[src/rtl/frame_line_reader.sv]
// -----------------------------------------------------------------------------
// frame_line_reader
//
// Pulls words from the head of a show-ahead FIFO and emits them as one frame of
// V_LINES lines x H_WORDS words, tagging the first word of the frame (sof) and
// the last word of every line (eol). A single output register sits between the
// FIFO and the frame sink, so throughput is one word per cycle when both sides
// are ready. FIFO underrun cycles are counted in stall_cnt.
//
// State table:
//   state | meaning
//   IDLE  | waiting for start; nothing is popped
//   RUN   | popping words into the output register, counting h/v position
//   FLUSH | last word popped; waiting for the output register to drain
//   DONE  | one-cycle frame-complete pulse, then back to IDLE
//
// Ports:
//   rd_clk     in   sole clock, rising edge
//   rd_rst     in   synchronous active-high reset
//   start      in   frame start request (accepted in IDLE only)
//   abort      in   abandon current frame (wins over start)
//   rd_data    in   FIFO head word
//   rd_vld     in   FIFO head word valid
//   rd_en      out  pop FIFO head (combinational)
//   frm_data   out  frame word
//   frm_vld    out  frame word valid
//   frm_rdy    in   sink accepts frame word
//   frm_sof    out  first word of frame
//   frm_eol    out  last word of line
//   busy       out  frame in progress (RUN or FLUSH)
//   done       out  one-cycle frame-complete pulse
//   stall_cnt  out  saturating count of RUN cycles lost to FIFO underrun
// -----------------------------------------------------------------------------
module frame_line_reader #(
  parameter int DATA_WIDTH = 32,
  parameter int H_WORDS    = 640,
  parameter int V_LINES    = 480
) (
  input  logic                  rd_clk,
  input  logic                  rd_rst,
  input  logic                  start,
  input  logic                  abort,
  input  logic [DATA_WIDTH-1:0] rd_data,
  input  logic                  rd_vld,
  output logic                  rd_en,
  output logic [DATA_WIDTH-1:0] frm_data,
  output logic                  frm_vld,
  input  logic                  frm_rdy,
  output logic                  frm_sof,
  output logic                  frm_eol,
  output logic                  busy,
  output logic                  done,
  output logic [15:0]           stall_cnt
);

  typedef enum logic [1:0] {
    ST_IDLE  = 2'd0,
    ST_RUN   = 2'd1,
    ST_FLUSH = 2'd2,
    ST_DONE  = 2'd3
  } state_t;

  localparam logic [15:0] H_LAST = 16'(H_WORDS - 1);
  localparam logic [15:0] V_LAST = 16'(V_LINES - 1);

  state_t                state_q,     state_d;
  logic [DATA_WIDTH-1:0] frm_data_q,  frm_data_d;
  logic                  frm_vld_q,   frm_vld_d;
  logic                  frm_sof_q,   frm_sof_d;
  logic                  frm_eol_q,   frm_eol_d;
  logic [15:0]           h_cnt_q,     h_cnt_d;
  logic [15:0]           v_cnt_q,     v_cnt_d;
  logic [15:0]           stall_cnt_q, stall_cnt_d;
  logic                  busy_q,      busy_d;
  logic                  done_q,      done_d;

  logic out_free;
  logic xfer;
  logic pop;
  logic line_end;
  logic frame_end;

  // The output register can take a new word when it is empty or is being
  // drained this very cycle. Abort and reset block the pop so that the
  // FIFO never loses a word to a frame that is being thrown away.
  assign out_free  = ~frm_vld_q | frm_rdy;
  assign xfer      = frm_vld_q & frm_rdy;
  assign pop       = rd_vld & (state_q == ST_RUN) & out_free & ~abort & ~rd_rst;
  assign line_end  = (h_cnt_q == H_LAST);
  assign frame_end = line_end & (v_cnt_q == V_LAST);

  always_comb begin
    state_d     = state_q;
    frm_data_d  = frm_data_q;
    frm_vld_d   = frm_vld_q;
    frm_sof_d   = frm_sof_q;
    frm_eol_d   = frm_eol_q;
    h_cnt_d     = h_cnt_q;
    v_cnt_d     = v_cnt_q;
    stall_cnt_d = stall_cnt_q;

    // Output register: load on pop, empty on a transfer with no refill,
    // otherwise hold (covers frm_rdy=0 backpressure).
    if (pop) begin
      frm_data_d = rd_data;
      frm_vld_d  = 1'b1;
      frm_sof_d  = (h_cnt_q == 16'd0) && (v_cnt_q == 16'd0);
      frm_eol_d  = line_end;
    end else if (xfer) begin
      frm_vld_d  = 1'b0;
      frm_sof_d  = 1'b0;
      frm_eol_d  = 1'b0;
    end

    // Raster position of the next word to be popped.
    if (pop) begin
      if (line_end) begin
        h_cnt_d = 16'd0;
        v_cnt_d = frame_end ? 16'd0 : v_cnt_q + 16'd1;
      end else begin
        h_cnt_d = h_cnt_q + 16'd1;
      end
    end

    case (state_q)
      ST_IDLE: begin
        if (start) begin
          state_d     = ST_RUN;
          stall_cnt_d = 16'd0;
        end
      end
      ST_RUN: begin
        // Underrun: the sink could have taken a word but the FIFO had none.
        if (~rd_vld && out_free && (stall_cnt_q != 16'hFFFF)) begin
          stall_cnt_d = stall_cnt_q + 16'd1;
        end
        if (pop && frame_end) begin
          state_d = ST_FLUSH;
        end
      end
      ST_FLUSH: begin
        if (~frm_vld_q || xfer) begin
          state_d = ST_DONE;
        end
      end
      ST_DONE: begin
        state_d = ST_IDLE;
      end
      default: begin
        state_d = ST_IDLE;
      end
    endcase

    // Abort throws the frame away from any state; the stall count is kept so
    // the cause of an aborted frame can still be inspected afterwards.
    if (abort) begin
      state_d     = ST_IDLE;
      frm_vld_d   = 1'b0;
      frm_sof_d   = 1'b0;
      frm_eol_d   = 1'b0;
      h_cnt_d     = 16'd0;
      v_cnt_d     = 16'd0;
      stall_cnt_d = stall_cnt_q;
    end

    // Status flags are registered copies of the next state so that they line
    // up exactly with the state they describe.
    busy_d = (state_d == ST_RUN) || (state_d == ST_FLUSH);
    done_d = (state_d == ST_DONE);
  end

  always_ff @(posedge rd_clk) begin
    if (rd_rst) begin
      state_q     <= ST_IDLE;
      frm_data_q  <= '0;
      frm_vld_q   <= 1'b0;
      frm_sof_q   <= 1'b0;
      frm_eol_q   <= 1'b0;
      h_cnt_q     <= 16'd0;
      v_cnt_q     <= 16'd0;
      stall_cnt_q <= 16'd0;
      busy_q      <= 1'b0;
      done_q      <= 1'b0;
    end else begin
      state_q     <= state_d;
      frm_data_q  <= frm_data_d;
      frm_vld_q   <= frm_vld_d;
      frm_sof_q   <= frm_sof_d;
      frm_eol_q   <= frm_eol_d;
      h_cnt_q     <= h_cnt_d;
      v_cnt_q     <= v_cnt_d;
      stall_cnt_q <= stall_cnt_d;
      busy_q      <= busy_d;
      done_q      <= done_d;
    end
  end

  assign rd_en     = pop;
  assign frm_data  = frm_data_q;
  assign frm_vld   = frm_vld_q;
  assign frm_sof   = frm_sof_q;
  assign frm_eol   = frm_eol_q;
  assign busy      = busy_q;
  assign done      = done_q;
  assign stall_cnt = stall_cnt_q;

endmodule

[config.mk]
export PLATFORM = sky130hd
export DESIGN_NAME = frame_line_reader
export DESIGN_NICKNAME = d
export VERILOG_FILES = /design/src/rtl/frame_line_reader.sv
export SDC_FILE = /design/constraint.sdc
export NUM_CORES = 1
export LEC_CHECK = 0
export CORE_AREA = 5 5 94 96
export CTS_CLUSTER_DIAMETER = 40
export DETAILED_ROUTE_END_ITERATION = 10
export DIE_AREA = 0 0 99 101
export PLACE_DENSITY_LB_ADDON = 0.3
export SLEW_MARGIN = 40
export SYNTH_ARGS = -nofsm -noshare
export SYNTH_HDL_FRONTEND = slang
export SYNTH_SLANG_ARGS = --single-unit
export TNS_END_PERCENT = 1
[constraint.sdc]
create_clock -name rd_clk -period 2.7 [get_ports rd_clk]
set_input_delay 0.675 -clock rd_clk [delete_from_list [all_inputs] [get_ports rd_clk]]
set_output_delay 0.675 -clock rd_clk [all_outputs]
set_load 0.005 [all_outputs]
# ---- After elaboration in Yosys (flattened, before gate mapping)
# Cells that the tools add are included.
dict set report totals {
  regBits 87
  in_bits 38
  word_cells 63
}
dict set report op_classes {
  add_sub_neg 3
  eq_ne 11
  n_mux 14
  bitwise 11
  reduce_logical 14
}
# cell n
set op_table {}
lappend op_table {{$mux 16} 4}
lappend op_table {{$add 16x1->16 const B} 3}
lappend op_table {{$logic_not 16->1} 2}
lappend op_table {{$pmux 16 s2} 1}
lappend op_table {{$eq 16x10->1 const B} 1}
lappend op_table {{$eq 16x9->1 const B} 1}
lappend op_table {{$ne 16x16->1 const B} 1}
lappend op_table {{$eq 2x2->1 const B} 4}
lappend op_table {{$mux 2} 4}
lappend op_table {{$pmux 2 s4} 1}
lappend op_table {{$and 1x1->1} 6}
lappend op_table {{$eq 2x1->1 const B} 2}
lappend op_table {{$logic_and 1x1->1} 4}
lappend op_table {{$mux 1} 4}
lappend op_table {{$not 1->1} 4}
lappend op_table {{$reduce_and 4->1} 1}
lappend op_table {{$reduce_bool 2->1} 2}
lappend op_table {{$logic_not 2->1} 1}
lappend op_table {{$logic_or 1x1->1} 2}
lappend op_table {{$ne 2x1->1 const B} 1}
lappend op_table {{$ne 2x2->1 const B} 1}
lappend op_table {{$reduce_and 2->1} 1}
lappend op_table {{$reduce_or 2->1} 1}
lappend op_table {{$or 1x1->1} 1}

# ---- Logic depth before layout (Yosys ltp)
dict set report logic_depth {
  depth_word 11
  depth_mapped 8
  mapped_depth_nobuf 7
}

# ---- Worst setup path after synthesis
# No wires, ideal clock.
dict set report synth_timing {
  path_type {reg-to-reg}
  startpoint {register v_cnt_q[12]}
  endpoint {register busy_q (netlist: busy)}
  setup_ps 131
  arrival_time_ps 2315
  t_required_ps 2569
  slack_ps 254
  stages_incl_launch_ff 7
  period_less_slack_ps 2446
  path_cell_list {dfxtp_1 -> or4_1 -> or4_1 -> or3_4 -> and3b_4 -> ha_1 -> nor2b_1}
}
dict set report synth_between {
  elab_chain_cells 8
  elab_cells_between_ends 9
  cone_classes {eq/ne (3); mux (3); bitwise (1); reduce/logical (2)}
}
# item line
set synth_lines {}
lappend synth_lines {{start, declared} 72} ;# logic [15:0] v_cnt_q, v_cnt_d;
lappend synth_lines {{start signal, assigned} 191} ;# v_cnt_q <= v_cnt_d;
lappend synth_lines {{$eq 16x9->1 *} 90} ;# assign frame_end = line_end & (v_cnt_q == V_LAST);
lappend synth_lines {{$and 1x1->1 *} 90}
lappend synth_lines {{$logic_and 1x1->1 *} 137} ;# if (pop && frame_end) begin
lappend synth_lines {{$mux 2 *} 137}
lappend synth_lines {{$pmux 2 s4 *} 125} ;# case (state_q)
lappend synth_lines {{$mux 2 *} 156} ;# if (abort) begin
lappend synth_lines {{named net state_d[0]} 66} ;# state_t state_q, state_d;
lappend synth_lines {{$eq 2x1->1 / $eq 2x2->1 (equally long branches)} 168} ;# busy_d = (state_d == ST_RUN) || (state_d == ST_FLUSH);
lappend synth_lines {{$logic_or 1x1->1 *} 168}
lappend synth_lines {{named net busy_d} 74} ;# logic busy_q, busy_d;
lappend synth_lines {{end signal, assigned} 193} ;# busy_q <= busy_d;
lappend synth_lines {{end, declared} 74}
# The timed path passes the listed nets; every way through them passes the cells marked *.
# A chain may end at the register's enable or synchronous reset.

# ---- Final worst setup path
# Same ends and word-level chain as after synthesis.

==> impl_metrics.csv <==
group,metric,value,unit
outcome,outcome,"finished, final reports clean",
timing,setup_viol,0,
timing,period_needed,2580,ps
power,power_density,484,nW/um^2
timing,min_period_over_period,95.6,%
global_routing,grt_pass1_wl,15300,um
timing,finalMaxSlewViolations,0,
timing,skew,9.12,ps
placed_design,dp_hpwl,6580,um
cts,clock_latency,350,ps
job,cap_violations,0,
setup_path,worst-endpoint-required,2920,ps
floorplanning,num_rows,33,
routing,drc,0,
global_routing,grt_max_degree,39,
global_routing,antenna_found_initial,0,
synth,synthDistinctLibCells,44,
cells_and_area,antenna_cells,0,
synth,synth_adder_area_share,2.00,%
synth,yosys_register_bits,87,
cts,cts_tree,"done",
floorplanning,start_util,47.2,%
floorplanning,die_h,101,um
power,p_leak,1.67,nW
routing,via_per_inst,5.27,
setup_path,crit_slowest_cell,"or4_1",
cells_and_area,finalInstanceArea,5150,um^2
cells_and_area,layout-drive-gt1-share,8.88,%
setup_path,path_class,"reg -> reg",
timing,holdWs,456,ps
synth,synth_sequential_area_ratio,46.4,%
routing,wl_per_cell,13.9,um
routing,vias,3518,
timing,rsz0062_at_grt,"false",
cells_and_area,final_nets,602,
cells_and_area,final_util,64.6,%
cells_and_area,synthToLayoutAreaGrowth,37.0,%
synth,synth_top_family_by_area,"simple AND/OR/NAND/NOR gates",
synth,yosys.area_share.xor_xnor,8.16,%
global_routing,overflow,0,
floorplanning,pin_count,92,
cts,clock_sinks,87,
routing,drt_pre_antenna_iters,4,
worst_hold_path,hold_path.class,"reg -> reg",
synth,ys.flop_type,"dfxtp_1",
setup_path,critical_path.cell_chain,"or4_1 > or4_4 > or3_4 > and3b_4 > ha_1 > nor2b_1",
routing,drtIter0Drc,162,
synth,synth_edf_count,0,
cts,postCtsHoldBufs,0,
setup_path,cp_max_fo,4,
synth,syn-num-nets,501,
cts,clockRootBuffer,"clkbuf_8",
setup_path,start_kind,"flop",
global_routing,grt_pass1_vias,3265,
cts,cts-buffers-inserted,9,
synth,netlist_area,3760,um^2
cts,cts_max_level,3,
global_routing,grt_use_total,18.6,%
floorplanning,core,7970,um^2
synth,syn_inst,457,
cts,clk_path_buf_depth,2,
cts,clk_pin_slew,90,ps
worst_hold_path,min_from,"frm_data[23]$_SDFFE_PP0P_",
routing,wirelength,9300,um
setup_path,slowest_delay,570,ps
synth,synth-compound-area-share,9.86,%
setup_path,r2r-start,"v_cnt_q[12]$_SDFFE_PP0P_",
placed_design,port_buffers,91,
timing,max-slew-margin-rel,55.4,%
routing,postRouteAntennaNets,0,
synth,avgSynthCellArea,8.22,um^2
synth,synthSimpleGateAreaFrac,29.0,%
placed_design,gp_congestion,0.859,
setup_path,cp-end-kind,"flop",
synth,async_flop_share,0,%
power,p_total,2.49,mW
timing,hold_violations,0,
timing,tightest_slew,667,ps
floorplanning,dieArea,10000,um^2
synth,ys_warn_count,0,
synth,muxShareOfSynthArea,1.07,%
power,peakVddDrop,0.263,mV
cells_and_area,final_common_cell,"clkdlybuf4s50_1",
setup_path,cp.arrival,2800,ps
floorplanning,die_w,99,um
placed_design,place_area,4860,um^2
cells_and_area,layout_common_cells,"90 x clkdlybuf4s50_1, 87 x nand2_1, 87 x dfxtp_1",
timing,fmax,0.387,GHz
setup_path,startpoint,"v_cnt_q[12]$_SDFFE_PP0P_",
[critical path: cells and delay by family (launching register included)]
family	cells	cell delay (ps)
AND/OR/NAND/NOR	5	1830
flip-flops	1	350
adder cells (fa/ha/maj)	1	270
[through the flow]
step                std cells  worst slack (ps)  setup TNS (ps)
global route              668              22.5               0
finish                    668               118               0
detailed placement        649              -167            -528
global placement          649              -119            -204
CTS                       667              47.0               0
floorplan                 457               254               0
[area by class of cell]
type                       count  area [um^2]
inverter                      10         37.5
fill                         666         2820
clock buffer                  11          131
multi-input combinational    337         1910
timing repair buffer         113         1090
sequential                    87         1740
tap                          105          131
clock inverter                 5          106
[cell families (layout without fill, tap and decap cells)]
family / after synthesis / count (layout)
and+or+nand+nor: 227 / 227
DFF: 87 / 87
AOI/OAI and AO/OA: 65 / 65
xor gates and xnor gates: 35 / 35
buffers and inverters: 33 / 139
adders and majority gates: 6 / 6
muxes: 4 / 4
[final timing paths]
check	slack, ps	to	depth (start not counted)
setup reg to reg	120	busy$_SDFF_PP0_	6
hold reg to reg	460	frm_data[23]$_SDFFE_PP0P_	2
setup / recovery	120	busy$_SDFF_PP0_	6
hold / removal	460	frm_data[23]$_SDFFE_PP0P_	2
[flip-flops by register name (all words and copies together), names as in the netlist]
| name | count |
|---|---|
| frm_sof | 1 |
| state_q | 2 |
| stall_cnt | 16 |
| h_cnt_q | 16 |
| done | 1 |
| busy | 1 |
| frm_eol | 1 |
| frm_data | 32 |
| frm_vld | 1 |
| v_cnt_q | 16 |
[layer usage]
layer	GRT usage [%]	vias to the layer above	share of wire [%]	routed length [um]
met5	0	-	0	0
met4	7.98	0	1.8	167
met3	3.81	16	5.4	504
met2	30.5	103	49	4560
met1	23.8	1629	44	4080
li1	-	1770	-	-
[what timing repair did]
item,4_1_cts,5_1_grt
setup endpoints to repair,1,2
buffers inserted,2,1
pin swaps,1,0
resized for setup,4,3
[where the power goes]
part           switching, mW  internal, mW  leakage, nW
Sequential           0.00367          1.29        0.701
Combinational         0.0526        0.0791        0.854
Clock                  0.451         0.617        0.114
Total                  0.507          1.98         1.67
[cell usage after synthesis, types with 2 or more instances]
cell type  count  area share (%)
ha_1           6             2.0
and2_1         2            0.33
nand2_1       87             8.7
nor4_1        10             1.7
nand4_1       13             2.2
buf_1          3            0.30
inv_1         10             1.0
nand3_1       20             2.7
dfxtp_1       87              46
o31ai_1        2            0.40
clkbuf_1      18             1.8
nor2_1        50             5.0
a2111oi_0      5             1.2
or2_2          3            0.50
mux2i_1        4             1.1
xor2_1         6             1.4
or4_1          8             1.6
nor4b_1        3            0.70
nor3_1         9             1.2
a211oi_1       2            0.40
and4_1         3            0.70
o21ai_0        6            0.80
nor2b_1        3            0.50
xnor2_1       29             6.8
or3_1          6             1.0
a21oi_1       44             5.9
(Power assumes the default switching activity.)
